==> src/rtl/key_debounce_bank.sv <==
// key_debounce_bank: multi-channel key synchroniser/debouncer with press and release pulses.
// Define KEY_AUTO_REPEAT_EN to add auto-repeat press pulses while a key is held.
module key_debounce_bank #(
  parameter int NUM_KEYS        = 4,
  parameter int DEBOUNCE_CYCLES = 50000,
  parameter int ACTIVE_LOW      = 1,
  parameter int REPEAT_DELAY    = 25000000,
  parameter int REPEAT_PERIOD   = 5000000
) (
  input  logic                clock,
  input  logic                reset_n,
  input  logic [NUM_KEYS-1:0] key,
  output logic [NUM_KEYS-1:0] key_state,
  output logic [NUM_KEYS-1:0] press_pulse,
  output logic [NUM_KEYS-1:0] release_pulse
);
  localparam int CW = $clog2(DEBOUNCE_CYCLES + 1);
  logic [NUM_KEYS-1:0] norm, sync1, sync2;
  assign norm = (ACTIVE_LOW != 0) ? ~key : key;
  always_ff @(posedge clock or negedge reset_n)
    if (!reset_n) begin
      sync1 <= '0;
      sync2 <= '0;
    end else begin
      sync1 <= norm;
      sync2 <= sync1;
    end
  genvar i;
  for (i = 0; i < NUM_KEYS; i++) begin : g_ch
    logic [CW-1:0] cnt;
    logic          ks, pp, rp, differ, accept;
    assign differ        = sync2[i] != ks;
    assign accept        = differ && (cnt == CW'(DEBOUNCE_CYCLES - 1));
    assign key_state[i]     = ks;
    assign press_pulse[i]   = pp;
    assign release_pulse[i] = rp;
    always_ff @(posedge clock or negedge reset_n)
      if (!reset_n) begin
        cnt <= '0;
        ks  <= 1'b0;
        rp  <= 1'b0;
      end else begin
        cnt <= (!differ || accept) ? '0 : cnt + 1'b1;
        ks  <= accept ? sync2[i] : ks;
        rp  <= accept & ~sync2[i];
      end
`ifdef KEY_AUTO_REPEAT_EN
    localparam int RMAX = (REPEAT_DELAY > REPEAT_PERIOD) ? REPEAT_DELAY : REPEAT_PERIOD;
    localparam int RW   = $clog2(RMAX + 1);
    logic [RW-1:0] rc;
    logic          ph, fire;
    // ph marks that the initial delay has elapsed and period spacing applies
    assign fire = ks && !accept && (ph ? (rc == RW'(REPEAT_PERIOD - 1)) : (rc == RW'(REPEAT_DELAY - 1)));
    always_ff @(posedge clock or negedge reset_n)
      if (!reset_n) begin
        rc <= '0;
        ph <= 1'b0;
        pp <= 1'b0;
      end else begin
        rc <= (!ks || accept || fire) ? '0 : rc + 1'b1;
        ph <= (!ks || accept) ? 1'b0 : (fire ? 1'b1 : ph);
        pp <= (accept & sync2[i]) | fire;
      end
`else
    always_ff @(posedge clock or negedge reset_n)
      if (!reset_n) pp <= 1'b0;
      else pp <= accept & sync2[i];
`endif
  end
endmodule

==> config.mk <==
export PLATFORM = sky130hd
export DESIGN_NAME = key_debounce_bank
export DESIGN_NICKNAME = d
export VERILOG_FILES = /design/src/rtl/key_debounce_bank.sv
export SDC_FILE = /design/constraint.sdc
export NUM_CORES = 1
export LEC_CHECK = 0
export BUFFER_PORTS_ARGS = -buffer_cell sky130_fd_sc_hd__buf_2
export CAP_MARGIN = 20
export CORE_AREA = 2 2 87 89
export CTS_CLUSTER_SIZE = 12
export DETAILED_ROUTE_END_ITERATION = 8
export DIE_AREA = 0 0 89 91
export GPL_ROUTABILITY_DRIVEN = 0
export PLACE_DENSITY = 0.71
export RECOVER_POWER = 50
export SLEW_MARGIN = 20
export SYNTH_ARGS = -nofsm -noshare
export SYNTH_HDL_FRONTEND = slang
export SYNTH_SLANG_ARGS = --single-unit
==> constraint.sdc <==
create_clock -name clock -period 1.7 [get_ports clock]
set_input_delay 0.17 -clock clock [delete_from_list [all_inputs] [get_ports clock]]
set_output_delay 0.17 -clock clock [all_outputs]
set_load 0.1 [all_outputs]
==> impl_metrics.prom <==
# TYPE chip_impl_metric gauge
chip_impl_metric{name="multiInputGateArea",unit="mm²"} 0.00168
chip_impl_metric{name="cell_variety_after_synth",unit=""} 28
chip_impl_info{name="layout_common_cells",value="dfrtp_1, nor2_1, xnor2_1"} 1
chip_impl_metric{name="rrSetupSlack",unit="ns"} -0.05
chip_impl_metric{name="cts_sinks",unit=""} 84
chip_impl_metric{name="maxCapViolations",unit=""} 0
chip_impl_metric{name="max_slew_margin",unit="%"} 59.6
chip_impl_metric{name="cts.htree.levels",unit=""} 3
chip_impl_metric{name="grt_remaining_overflow",unit=""} 0
chip_impl_metric{name="placed_cells",unit=""} 505
chip_impl_metric{name="layout.filler_cells",unit=""} 612
chip_impl_info{name="whs_endpoint",value="sync2[3]"} 1
chip_impl_metric{name="clock_tree.buffer_depth",unit=""} 2
chip_impl_info{name="grt_setup_unrepaired",value="true"} 1
chip_impl_metric{name="core_region_area",unit="mm²"} 0.00714
chip_impl_metric{name="initial_utilization",unit="%"} 54.1
chip_impl_metric{name="worst-path-max-fanout",unit=""} 3
chip_impl_metric{name="finish.net_count",unit=""} 435
chip_impl_metric{name="routed_wire_length_per_instance",unit="µm"} 12.9
chip_impl_metric{name="detail_route.drc_violations",unit=""} 0
chip_impl_metric{name="path_clk_slew",unit="ns"} 0.09
chip_impl_metric{name="critical_path_arrival",unit="ns"} 1.98
chip_impl_info{name="critical_path_class",value="reg2reg"} 1
chip_impl_metric{name="detailedRoute.firstIterationViolations",unit=""} 73
chip_impl_metric{name="ys_seq_area_share",unit="%"} 54.4
chip_impl_metric{name="finalSetupViolCount",unit=""} 1
chip_impl_metric{name="hold_ws",unit="ns"} 0.342
chip_impl_metric{name="pin_count_of_the_biggest_net_entering_global_routing",unit=""} 33
chip_impl_metric{name="maxSlewViolCount",unit=""} 0
chip_impl_metric{name="firstDrtPassIters",unit=""} 4
chip_impl_metric{name="timing.final.hold_violations",unit=""} 0
chip_impl_metric{name="area.growth.synth_to_final",unit="%"} 18.4
chip_impl_info{name="r2r-start",value="g_ch[3].cnt[4]"} 1
chip_impl_metric{name="routed_wl",unit="µm"} 6830
chip_impl_metric{name="via_count",unit=""} 2769
chip_impl_metric{name="final.setup.worst_slack",unit="ns"} -0.0473
chip_impl_metric{name="synth_register_bits",unit=""} 84
chip_impl_metric{name="route.antenna.remaining_nets",unit=""} 0
chip_impl_info{name="violated_checks",value="setup timing"} 1
chip_impl_info{name="synthTopCellsByArea",value="dfrtp_1, xnor2_1, nor2_1, nand3_1, xor2_1"} 1
chip_impl_metric{name="via_count_of_the_first_global_routing_pass",unit=""} 2719
chip_impl_metric{name="antenna_found_initial",unit=""} 0
chip_impl_info{name="netlist.top_cell.by_area",value="dfrtp_1"} 1
chip_impl_metric{name="reg2regPathDepth",unit=""} 4
chip_impl_metric{name="worstHoldPathCells",unit=""} 0
chip_impl_info{name="worstHoldPathType",value="reg2reg"} 1
chip_impl_metric{name="synth_area",unit="mm²"} 0.00386
chip_impl_metric{name="worst-endpoint-required",unit="ns"} 1.94
chip_impl_metric{name="synth_top_area_share",unit="%"} 54.4
chip_impl_metric{name="layout_worst_path_cycle_share",unit="%"} 103
chip_impl_metric{name="floorplan.die_area",unit="mm²"} 0.00810
chip_impl_metric{name="powerDensity",unit="mW/mm²"} 775
chip_impl_metric{name="die_h",unit="µm"} 91
chip_impl_metric{name="n_antenna_cell",unit=""} 0
chip_impl_info{name="critical_path.reg2reg.endpoint",value="g_ch[3].ks"} 1
chip_impl_metric{name="post-dp-hpwl",unit="µm"} 4560
chip_impl_metric{name="layout-drive-gt1-share",unit="%"} 20.0
chip_impl_metric{name="clock_latency_of_the_later_clocked_register_in_the_worst_skew_pair",unit="ns"} 0.35
chip_impl_info{name="cts_tree",value="done"} 1
chip_impl_metric{name="overall_routing_resource_usage",unit="%"} 19.0
chip_impl_metric{name="die_w",unit="µm"} 89
chip_impl_info{name="hp-start",value="sync1[3]"} 1
chip_impl_metric{name="power.static_leakage",unit="nW"} 1.97
chip_impl_metric{name="final.setup.tns",unit="ns"} -0.0473
chip_impl_metric{name="ios",unit=""} 18
chip_impl_info{name="cts-root-buf",value="clkbuf_8"} 1
chip_impl_info{name="setup.worst_path.end_class",value="flop"} 1
chip_impl_metric{name="buffer_ports.inserted",unit=""} 17
chip_impl_metric{name="final_std_cells_w_o_fill",unit=""} 529
chip_impl_metric{name="irDropWorstVdd",unit="µV"} 696
chip_impl_info{name="startpoint_class",value="flop"} 1
chip_impl_metric{name="post-route-min-period",unit="ns"} 1.75
chip_impl_info{name="outcome",value="complete, but fails checks"} 1
chip_impl_metric{name="fmax",unit="MHz"} 572
chip_impl_metric{name="syn_nets",unit=""} 379
chip_impl_metric{name="core.rowCount",unit=""} 31
chip_impl_info{name="layout.cells.most_common",value="dfrtp_1"} 1
chip_impl_metric{name="finalClockSkew",unit="ns"} 0.0103
chip_impl_metric{name="yosys_warnings",unit=""} 0
chip_impl_metric{name="max_slew.worst_pin.slew",unit="ns"} 0.607
chip_impl_metric{name="grt_first_pass_wirelength",unit="µm"} 12000
chip_impl_metric{name="route.detailed.vias_per_inst",unit=""} 5.23
chip_impl_metric{name="detailedPlace.worstSlack",unit="ns"} -0.0579
chip_impl_metric{name="sequential_area",unit="mm²"} 0.00210
chip_impl_metric{name="synth.avg_cell_area",unit="µm²"} 10.5
chip_impl_metric{name="syn-instance-count",unit=""} 369
chip_impl_metric{name="number_of_buffers_added_by_the_clock_tree_synthesis_step",unit=""} 9
[final cells by class]
class | count | area share (%)
Sequential cell | 84 | 46.0
Multi-Input combinational cell | 256 | 36.8
Timing Repair Buffer | 61 | 9.33
Clock buffer | 13 | 3.69
Tap cell | 99 | 2.71
Inverter | 13 | 1.07
Clock inverter | 3 | 0.438
[power by group]
group          internal, mW  leakage, nW  total, mW  switching [mW]
registers              2.03         1.15       2.06          0.0316
clock network         0.649       0.0917       1.33           0.685
logic                0.0591        0.734      0.148          0.0890
[logic make-up after synthesis]
kind of cell,Yosys count,synth area share [%]
AO/OA/AOI/OAI,2,0.745
XOR/XNOR,60,13.6
adder cells (fa/ha/maj),4,1.30
buffers and inverters,29,4.24
flip-flops,84,54.4
multiplexers,4,1.17
AND/OR/NAND/NOR,186,24.5
[sequential cells by signal, indices dropped and copies added, names as in the netlist]
signal and cells:
g_ch.pp 4, g_ch.cnt 64, sync1 4, g_ch.rp 4, sync2 4, g_ch.ks 4
[Yosys cell counts]
cell,number
dfrtp_1,84
nor2_1,71
xnor2_1,47
nand3_1,23
nor4_1,18
nand4_1,17
nand2_1,15
nor3_1,15
inv_1,13
xor2_1,13
buf_4,12
nor3b_1,8
and3_1,7
ha_1,4
mux2_1,4
buf_2,2
nand4bb_1,2
nor4b_1,2
nor4bb_1,2
or4_4,2
and4_1,1
buf_6,1
clkbuf_1,1
nand2_2,1
nand3b_1,1
o31ai_2,1
o41ai_2,1
or3_1,1
[metrics by stage]
stage,power [mW],utilization [%],cell area [µm²]
after floorplan,2.15,-,3870
after global placement,2.24,59.6,4250
after detailed placement,2.24,59.6,4250
after CTS,3.61,63.4,4530
after global routing,3.71,64.1,4570
final,3.54,64.1,4570
[critical path: stages, from the launching register on]
cell	delay [ns]
dfrtp_1	0.39
nor4_1	0.26
nand3b_1	0.13
or4_4	0.54
mux2_4	0.31
[per-layer routing]
metal	part of all wire [%]	up-vias	GRT usage, %
li1	-	1361	-
met1	47	1359	25.0
met2	48	39	29.6
met3	3.1	10	5.73
met4	1.7	0	6.84
met5	0	-	0
[worst max-delay path by stage]
stage               depth (start not counted)  slack, ns            start          to
global route                                4      -0.08   g_ch[3].cnt[4]  g_ch[3].ks
floorplan                                   3      -0.04   g_ch[2].cnt[7]  g_ch[2].ks
detailed placement                          4      -0.06  g_ch[3].cnt[13]  g_ch[3].ks
global placement                            4      -0.05  g_ch[3].cnt[13]  g_ch[3].ks
finish                                      4      -0.05   g_ch[3].cnt[4]  g_ch[3].ks
CTS                                         4      -0.05   g_ch[3].cnt[4]  g_ch[3].ks
[repair_timing]
action,in CTS,in global routing
hold endpoints to repair,26,0
resized for setup,4,9
pin swaps,3,4
hold buffers,5,0
gates cloned,0,0
setup endpoints to repair,16,48
buffers inserted,2,1
No activity file was read; power rests on OpenSTA's default activity.
